<file path="src/rtl/fpalu_pkg.sv">
// rtl/fpalu_pkg.sv - shared constants, FSM states and unpacked-float type for the fpalu datapath
package fpalu_pkg;

  localparam int EXP_W = 8;
  localparam int MAN_W = 23;
  localparam int BIAS  = 127;
  localparam logic [EXP_W-1:0] EXP_MAX = 8'hFF;
  localparam logic [31:0]      QNAN    = 32'h7FC00000;

  typedef enum logic [2:0] {
    S_IDLE,
    S_UNPACK,
    S_ALIGN,
    S_ADDSUB,
    S_NORM,
    S_PACK,
    S_DONE
  } state_t;

  typedef struct packed {
    logic             sign;
    logic [EXP_W-1:0] exp;
    logic [MAN_W-1:0] man;
  } fp_t;

  // Signed infinity encoding
  function automatic logic [31:0] fp_inf(input logic sign);
    return {sign, EXP_MAX, {MAN_W{1'b0}}};
  endfunction

endpackage

</file>
<file path="src/rtl/fpalu_unpack.sv">
// rtl/fpalu_unpack.sv - combinational field extraction, denormal flush and NaN/Inf/zero classification
module fpalu_unpack
  import fpalu_pkg::*;
(
  input  logic [31:0]    x,
  output fp_t            f,
  output logic [MAN_W:0] sig,
  output logic           is_nan,
  output logic           is_inf,
  output logic           is_zero
);

  fp_t raw;
  assign raw = x;

  // Classify the raw encoding, then flush denormals to a signed zero with no hidden bit
  always_comb begin
    is_zero = (raw.exp == '0);
    is_nan  = (raw.exp == EXP_MAX) && (raw.man != '0);
    is_inf  = (raw.exp == EXP_MAX) && (raw.man == '0);
    f       = raw;
    if (is_zero) begin
      f.exp = '0;
      f.man = '0;
    end
    sig = {~is_zero, f.man};
  end

endmodule

</file>
<file path="src/rtl/fpalu_sub_seq.sv">
// rtl/fpalu_sub_seq.sv - multi-cycle IEEE-754 single subtractor d = a - b; FPALU_SUB_ADD_MODE_EN adds an op port
module fpalu_sub_seq
  import fpalu_pkg::*;
#(
  parameter int GUARD_BITS = 3
)
(
  input  logic        clk,
  input  logic        rst,
  input  logic        start,
  input  logic [31:0] a,
  input  logic [31:0] b,
`ifdef FPALU_SUB_ADD_MODE_EN
  input  logic        op,
`endif
  output logic [31:0] d,
  output logic        overflow,
  output logic        busy,
  output logic        done
);

  // Significand width: hidden bit + fraction + guard/round/sticky
  localparam int SW = MAN_W + 1 + GUARD_BITS;
  // Exponent carried with headroom for the carry increment
  localparam int EW = EXP_W + 2;
  localparam logic [EXP_W-1:0] MAX_SH = EXP_W'(SW - 1);

  logic neg_b;
`ifdef FPALU_SUB_ADD_MODE_EN
  assign neg_b = op;
`else
  assign neg_b = 1'b1;
`endif

  state_t         state;
  logic [31:0]    ra, rb;
  logic           sx, sy;
  logic [EW-1:0]  ex;
  logic [EXP_W-1:0] ey;
  logic [SW-1:0]  mx, my;
  logic [SW:0]    sig;
  logic           special_r;
  logic [31:0]    res;
  logic           res_ovf;

  fp_t            fa, fb;
  logic [MAN_W:0] siga, sigb;
  logic           nan_a, inf_a, zero_a;
  logic           nan_b, inf_b, zero_b;

  fpalu_unpack u_unpack_a (
    .x       (ra),
    .f       (fa),
    .sig     (siga),
    .is_nan  (nan_a),
    .is_inf  (inf_a),
    .is_zero (zero_a)
  );

  fpalu_unpack u_unpack_b (
    .x       (rb),
    .f       (fb),
    .sig     (sigb),
    .is_nan  (nan_b),
    .is_inf  (inf_b),
    .is_zero (zero_b)
  );

  logic        a_ge_b;
  logic        is_special;
  logic [31:0] special_res;

  // Magnitude ordering and special-operand resolution (rb already carries the effective sign)
  always_comb begin
    a_ge_b      = zero_b || (!zero_a && ({fa.exp, fa.man} >= {fb.exp, fb.man}));
    is_special  = 1'b1;
    special_res = QNAN;
    if (nan_a || nan_b) begin
      special_res = QNAN;
    end else if (inf_a && inf_b) begin
      special_res = (fa.sign != fb.sign) ? QNAN : fp_inf(fa.sign);
    end else if (inf_a) begin
      special_res = fp_inf(fa.sign);
    end else if (inf_b) begin
      special_res = fp_inf(fb.sign);
    end else begin
      is_special = 1'b0;
    end
  end

  logic [EXP_W-1:0] sh;
  logic [SW-1:0]    lost_mask;
  logic [SW-1:0]    my_al;

  // Right-align the smaller operand; everything shifted out collapses into the sticky LSB
  always_comb begin
    sh        = ex[EXP_W-1:0] - ey;
    lost_mask = ~({SW{1'b1}} << sh);
    my_al     = my >> sh;
    if (sh > MAX_SH) begin
      my_al = {{(SW-1){1'b0}}, |my};
    end else begin
      my_al[0] = my_al[0] | (|(my & lost_mask));
    end
  end

  logic [SW:0]   sum, sum_n;
  logic [EW-1:0] ex_n;
  logic          norm_done;

  // Magnitude add/subtract, carry renormalisation and the skip-NORM decision
  always_comb begin
    sum = (sx == sy) ? ({1'b0, mx} + {1'b0, my}) : ({1'b0, mx} - {1'b0, my});
    if (sum[SW]) begin
      sum_n = {1'b0, sum[SW:2], sum[1] | sum[0]};
      ex_n  = ex + EW'(1);
    end else begin
      sum_n = sum;
      ex_n  = ex;
    end
    norm_done = sum_n[SW-1] || (sum_n == '0) || (ex_n <= EW'(1));
  end

  logic [SW:0]   sig_sh;
  logic [EW-1:0] ex_dec;
  logic          norm_last;

  // One left-shift normalisation step
  always_comb begin
    sig_sh    = sig << 1;
    ex_dec    = ex - EW'(1);
    norm_last = sig_sh[SW-1] || (ex_dec <= EW'(1));
  end

  logic [31:0] pack_res;
  logic        pack_ovf;

  // Truncate guard bits and encode zero, overflow and underflow results
  always_comb begin
    pack_ovf = 1'b0;
    if (sig == '0) begin
      pack_res = 32'h0000_0000;
    end else if (ex >= EW'(255)) begin
      pack_res = fp_inf(sx);
      pack_ovf = 1'b1;
    end else if (!sig[SW-1]) begin
      pack_res = {sx, 31'd0};
    end else begin
      pack_res = {sx, ex[EXP_W-1:0], sig[SW-2:GUARD_BITS]};
    end
  end

  // Control FSM with registered handshake and result outputs
  always_ff @(posedge clk) begin
    if (rst) begin
      state     <= S_IDLE;
      d         <= '0;
      overflow  <= 1'b0;
      busy      <= 1'b0;
      done      <= 1'b0;
      ra        <= '0;
      rb        <= '0;
      sx        <= 1'b0;
      sy        <= 1'b0;
      ex        <= '0;
      ey        <= '0;
      mx        <= '0;
      my        <= '0;
      sig       <= '0;
      special_r <= 1'b0;
      res       <= '0;
      res_ovf   <= 1'b0;
    end else begin
      done <= 1'b0;
      case (state)
        S_IDLE: begin
          if (start) begin
            ra    <= a;
            rb    <= {b[31] ^ neg_b, b[30:0]};
            busy  <= 1'b1;
            state <= S_UNPACK;
          end
        end
        S_UNPACK: begin
          special_r <= is_special;
          res       <= special_res;
          res_ovf   <= 1'b0;
          if (a_ge_b) begin
            sx <= fa.sign;
            ex <= {2'b00, fa.exp};
            mx <= {siga, {GUARD_BITS{1'b0}}};
            sy <= fb.sign;
            ey <= fb.exp;
            my <= {sigb, {GUARD_BITS{1'b0}}};
          end else begin
            sx <= fb.sign;
            ex <= {2'b00, fb.exp};
            mx <= {sigb, {GUARD_BITS{1'b0}}};
            sy <= fa.sign;
            ey <= fa.exp;
            my <= {siga, {GUARD_BITS{1'b0}}};
          end
          state <= is_special ? S_PACK : S_ALIGN;
        end
        S_ALIGN: begin
          my    <= my_al;
          state <= S_ADDSUB;
        end
        S_ADDSUB: begin
          sig   <= sum_n;
          ex    <= ex_n;
          state <= norm_done ? S_PACK : S_NORM;
        end
        S_NORM: begin
          sig <= sig_sh;
          ex  <= ex_dec;
          if (norm_last) begin
            state <= S_PACK;
          end
        end
        S_PACK: begin
          if (!special_r) begin
            res     <= pack_res;
            res_ovf <= pack_ovf;
          end
          state <= S_DONE;
        end
        S_DONE: begin
          d        <= res;
          overflow <= res_ovf;
          done     <= 1'b1;
          busy     <= 1'b0;
          state    <= S_IDLE;
        end
        default: state <= S_IDLE;
      endcase
    end
  end

endmodule

</file>
<file path="config.mk">
export PLATFORM = sky130hd
export DESIGN_NAME = fpalu_sub_seq
export DESIGN_NICKNAME = d
export VERILOG_FILES = /design/src/rtl/fpalu_pkg.sv /design/src/rtl/fpalu_unpack.sv /design/src/rtl/fpalu_sub_seq.sv
export SDC_FILE = /design/constraint.sdc
export NUM_CORES = 1
export LEC_CHECK = 0
export ABC_CLOCK_PERIOD_IN_PS = 3950
export BUFFER_PORTS_ARGS = -buffer_cell sky130_fd_sc_hd__buf_2
export CELL_PAD_IN_SITES_DETAIL_PLACEMENT = 1
export CELL_PAD_IN_SITES_GLOBAL_PLACEMENT = 1
export CORE_UTILIZATION = 29
export DETAILED_ROUTE_END_ITERATION = 16
export PLACE_DENSITY = 0.55
export SYNTH_ARGS = -nofsm -noshare
export SYNTH_HDL_FRONTEND = slang
export SYNTH_SLANG_ARGS = --single-unit
</file>
<file path="constraint.sdc">
create_clock -name clk -period 3.95 [get_ports clk]
set_clock_uncertainty 0.05 [all_clocks]
set_input_delay 1.185 -clock clk [delete_from_list [all_inputs] [get_ports clk]]
set_output_delay 1.185 -clock clk [all_outputs]
set_load 0.1 [all_outputs]
</file>
==> metrics.md <==
| Metric | Value |
|---|---|
| Status | finished, violations left |
| Violated checks | negative setup slack |
| Crit end category | flop |
| Clock buffer depth | 3 |
| Setup WS pre-CTS | -482 ps |
| CTS tree | built |
| Remaining antenna violation count | 0 |
| Core footprint | 53,900 sq um |
| Post-layout minimum cycle time | 4220 ps |
| Clk root buf | clkbuf_16 |
| Clock insertion delay at the later pin of the skew report | 580 ps |
| Worst setup margin | -266 ps |
| Worst Hold Endpoint | d[13] |
| Post-Syn Nets | 2,278 |
| RSZ-0062 raised after global routing | true |
| Clock slew at reported path FFs | 70 ps |
| Sink Count | 235 |
| Yosys reg bits | 235 |
| Main synth FF type | dfxtp_1 |
| R2R cell count | 16 |
| # DRC | 0 |
| Die ar. | 55,500 sq um |
| Netlist cell types | 92 |
| Post-cts hold buffer count | 0 |
| Row Count | 85 |
| # H-tree levels | 1 |
| Post-Route WL | 67,800 um |
| Pin count of the biggest net entering global routing | 182 |
| Drt first pass iters | 5 |
| Post-synth EDFFs | 0 |
| Initial antenna violation count | 0 |
| Post-Syn Instances | 2,140 |
| Crit path kind | reg -> reg |
| Post-layout instance area | 21,600 sq um |
| Routed vias | 17.3k |
| R2R setup slack | -270 ps |
| Synth Cell Area | 15,800 sq um |
| Num CTS Buffers | 28 |
| Startpoint types | flop |
| First-pass GRT wire length | 104,000 um |
| Worst hold path type | reg -> reg |
| Area Overhead vs Synth | 36.2% |
| M1 WL | 30,600 um |
| Fraction of registers with async set/reset | 0 |
| Critical Path RT | 4390 ps |
| Synth top area share | 0.297 |
| Actual slew at the worst max-slew pin | 1350 ps |
| Die W | 236 um |
| RR Endpoint | state[0] |
| Metal3 WL | 1930 um |
| Effective utilization at floorplan | 0.294 |
| Nets | 2,603 |
| Vias in the first global route | 17.8k |
| Final Cycle Share | 1.07 |
| RD Place Congestion | 0.941 |
| Slew Limit Fails | 0 |
| Top Layer Used | met4 |
| Ys Warns | 0 |
| I/O pins | 102 |
| Layout cells sized above 1 | 0.304 |
| Final Hold Vio Count | 0 |
| Grt ovf | 0 |
| Hold path cells | 2 |
| Via density | 5.42 |
| Post-synthesis sequential area ratio | 0.297 |
| Final setup viols | 33 |
| Die Ht | 236 um |
| Post-synth top area cell | dfxtp_1 |
| Launch point of the worst reg-to-reg path | my[14] |
| Max transition margin | 0.0949 |
| Antenna Cells | 0 |
| WL per Instance | 21.3 um |
| Critical-path maximum fanout | 7 |
| IO buf count | 101 |
| GRT Util Overall | 0.237 |
| Top post-synthesis cells by area | dfxtp_1, nand2_1, a21oi_1 |
| Iteration-0 DRC Markers | 733 |
| Final HPWL DP | 51,600 um |
| Placed Area | 19,200 sq um |
| DR WL met2 | 32,900 um |
| Post-Syn Area per Cell | 7.40 sq um |
| F_max | 237 MHz |
| Hold Crit Start | res[13] |
| Max Cap Violations | 0 |
| Arrival @ worst endpoint | 4660 ps |
[registers in the layout, indices dropped and copies added, names as in the netlist, 3 cells and up]
name,cells
mx,24
ex,10
d,32
ra,32
sig,28
res,32
rb,32
state,3
ey,8
my,27
[how the worst max path moves through the flow]
stage                      start        to  slack (ps)  depth (start not counted)
after floorplan           my[14]  state[0]        -210                         17
after global placement    ra[27]     ex[2]        -350                         15
after detailed placement  ra[27]     ex[2]        -480                         17
after CTS                 my[14]  state[0]        -200                         16
after global routing       my[3]  state[0]        -390                         16
final                     my[14]  state[0]        -270                         16
[cells by family after synthesis]
| kind of cell | Yosys count | share of synthesized area |
|---|---|---|
| and+or+nand+nor | 875 | 0.254 |
| DFF | 235 | 0.297 |
| AOI/OAI and AO/OA | 614 | 0.256 |
| muxes | 71 | 0.0493 |
| adders and majority gates | 72 | 0.0577 |
| xor gates and xnor gates | 55 | 0.0304 |
| buffers and inverters | 218 | 0.0550 |
[worst max-delay path, stage by stage, from the launching register on]
cell	delay, ps
dfxtp_1	310
or4_4	550
nand2b_4	170
or4_4	420
o41a_1	400
xor2_1	160
ha_1	330
nand2_1	70
o21a_1	210
nand2_1	70
mux2i_1	80
o21ba_4	250
buf_12	130
nand4_4	100
or3_1	320
a2111o_1	400
nand3_1	110
[Yosys cell counts (22+ instances only)]
cell      number
a211oi_1      26
a21oi_1      227
a22oi_1       55
a311oi_1      39
and2_1        36
buf_2         23
clkbuf_1     145
dfxtp_1      235
ha_1          69
inv_1         39
mux2_2        37
mux2i_1       31
nand2_1      375
nand3_1       58
nand4_1       23
nor2_1       204
nor3_1        50
nor4_1        43
o21ai_0       77
xnor2_1       33
xor2_1        22
[per-stage QoR]
stage	setup TNS, ps	hold slack (ps)	cells	util
2_1_floorplan	-2280	379	2140	-
3_3_place_gp	-12590	388	3091	0.356
3_5_place_dp	-15350	393	3091	0.356
4_1_cts	-3770	394	3163	0.386
5_1_grt	-9600	418	3183	0.400
6_report	-3070	391	3183	0.400
[final cells by class]
class	count	area (sq um)
Clock buffer	44	841
Clock inverter	8	154
Fill cell	6519	32400
Inverter	41	156
Multi-Input combinational cell	1687	11200
Sequential cell	235	4720
Tap cell	696	871
Timing Repair Buffer	472	3580
[timing repair]
action	in CTS	in global routing
buffers inserted	18	17
cloned	2	5
pin swaps	39	63
endpoints found under the setup margin	81	91
resized for setup	99	124
[layer usage]
metal	global-route usage	vias up
li1	-	8387
met3	0.0232	109
met4	0.0899	0
met1	0.303	8467
met2	0.409	299
met5	0	-
[cell usage in the layout, fill, tap and decap left out, types with 9 or more instances in the layout]
cell       Yosys  final
dfxtp_1      235    226
nand3_1       58     53
buf_2         23    100
a21oi_1      227    204
o221a_2       11     11
nor2_1       204    198
clkbuf_16      0     32
xor2_1        22     20
mux2_2        37     23
mux2i_1       31     28
ha_1          69     59
a311oi_1      39     33
buf_12         0      9
inv_1         39     38
a21oi_2        0     18
o21a_1        12     12
xnor2_1       33     31
a211oi_1      26     20
nand2_2        1      9
a21o_1        20     20
o21ai_0       77     59
or2_2         10      9
nor3_1        50     43
buf_4          0    340
or3_1         10     10
a22oi_1       55     55
a31oi_1       15     14
nand2_1      375    366
buf_6          3     12
o211ai_1      15     15
o31ai_1       17     14
nand4_1       23     23
and2_1        36     28
o21ai_1        5     15
nor4_4         2      9
nand2b_1      10      9
mux2_4         2     16
nor4_1        43     33
Power is left out: the tool's default activity adds up to more than one toggle a clock period on the data nets, which glitch-free logic cannot reach.
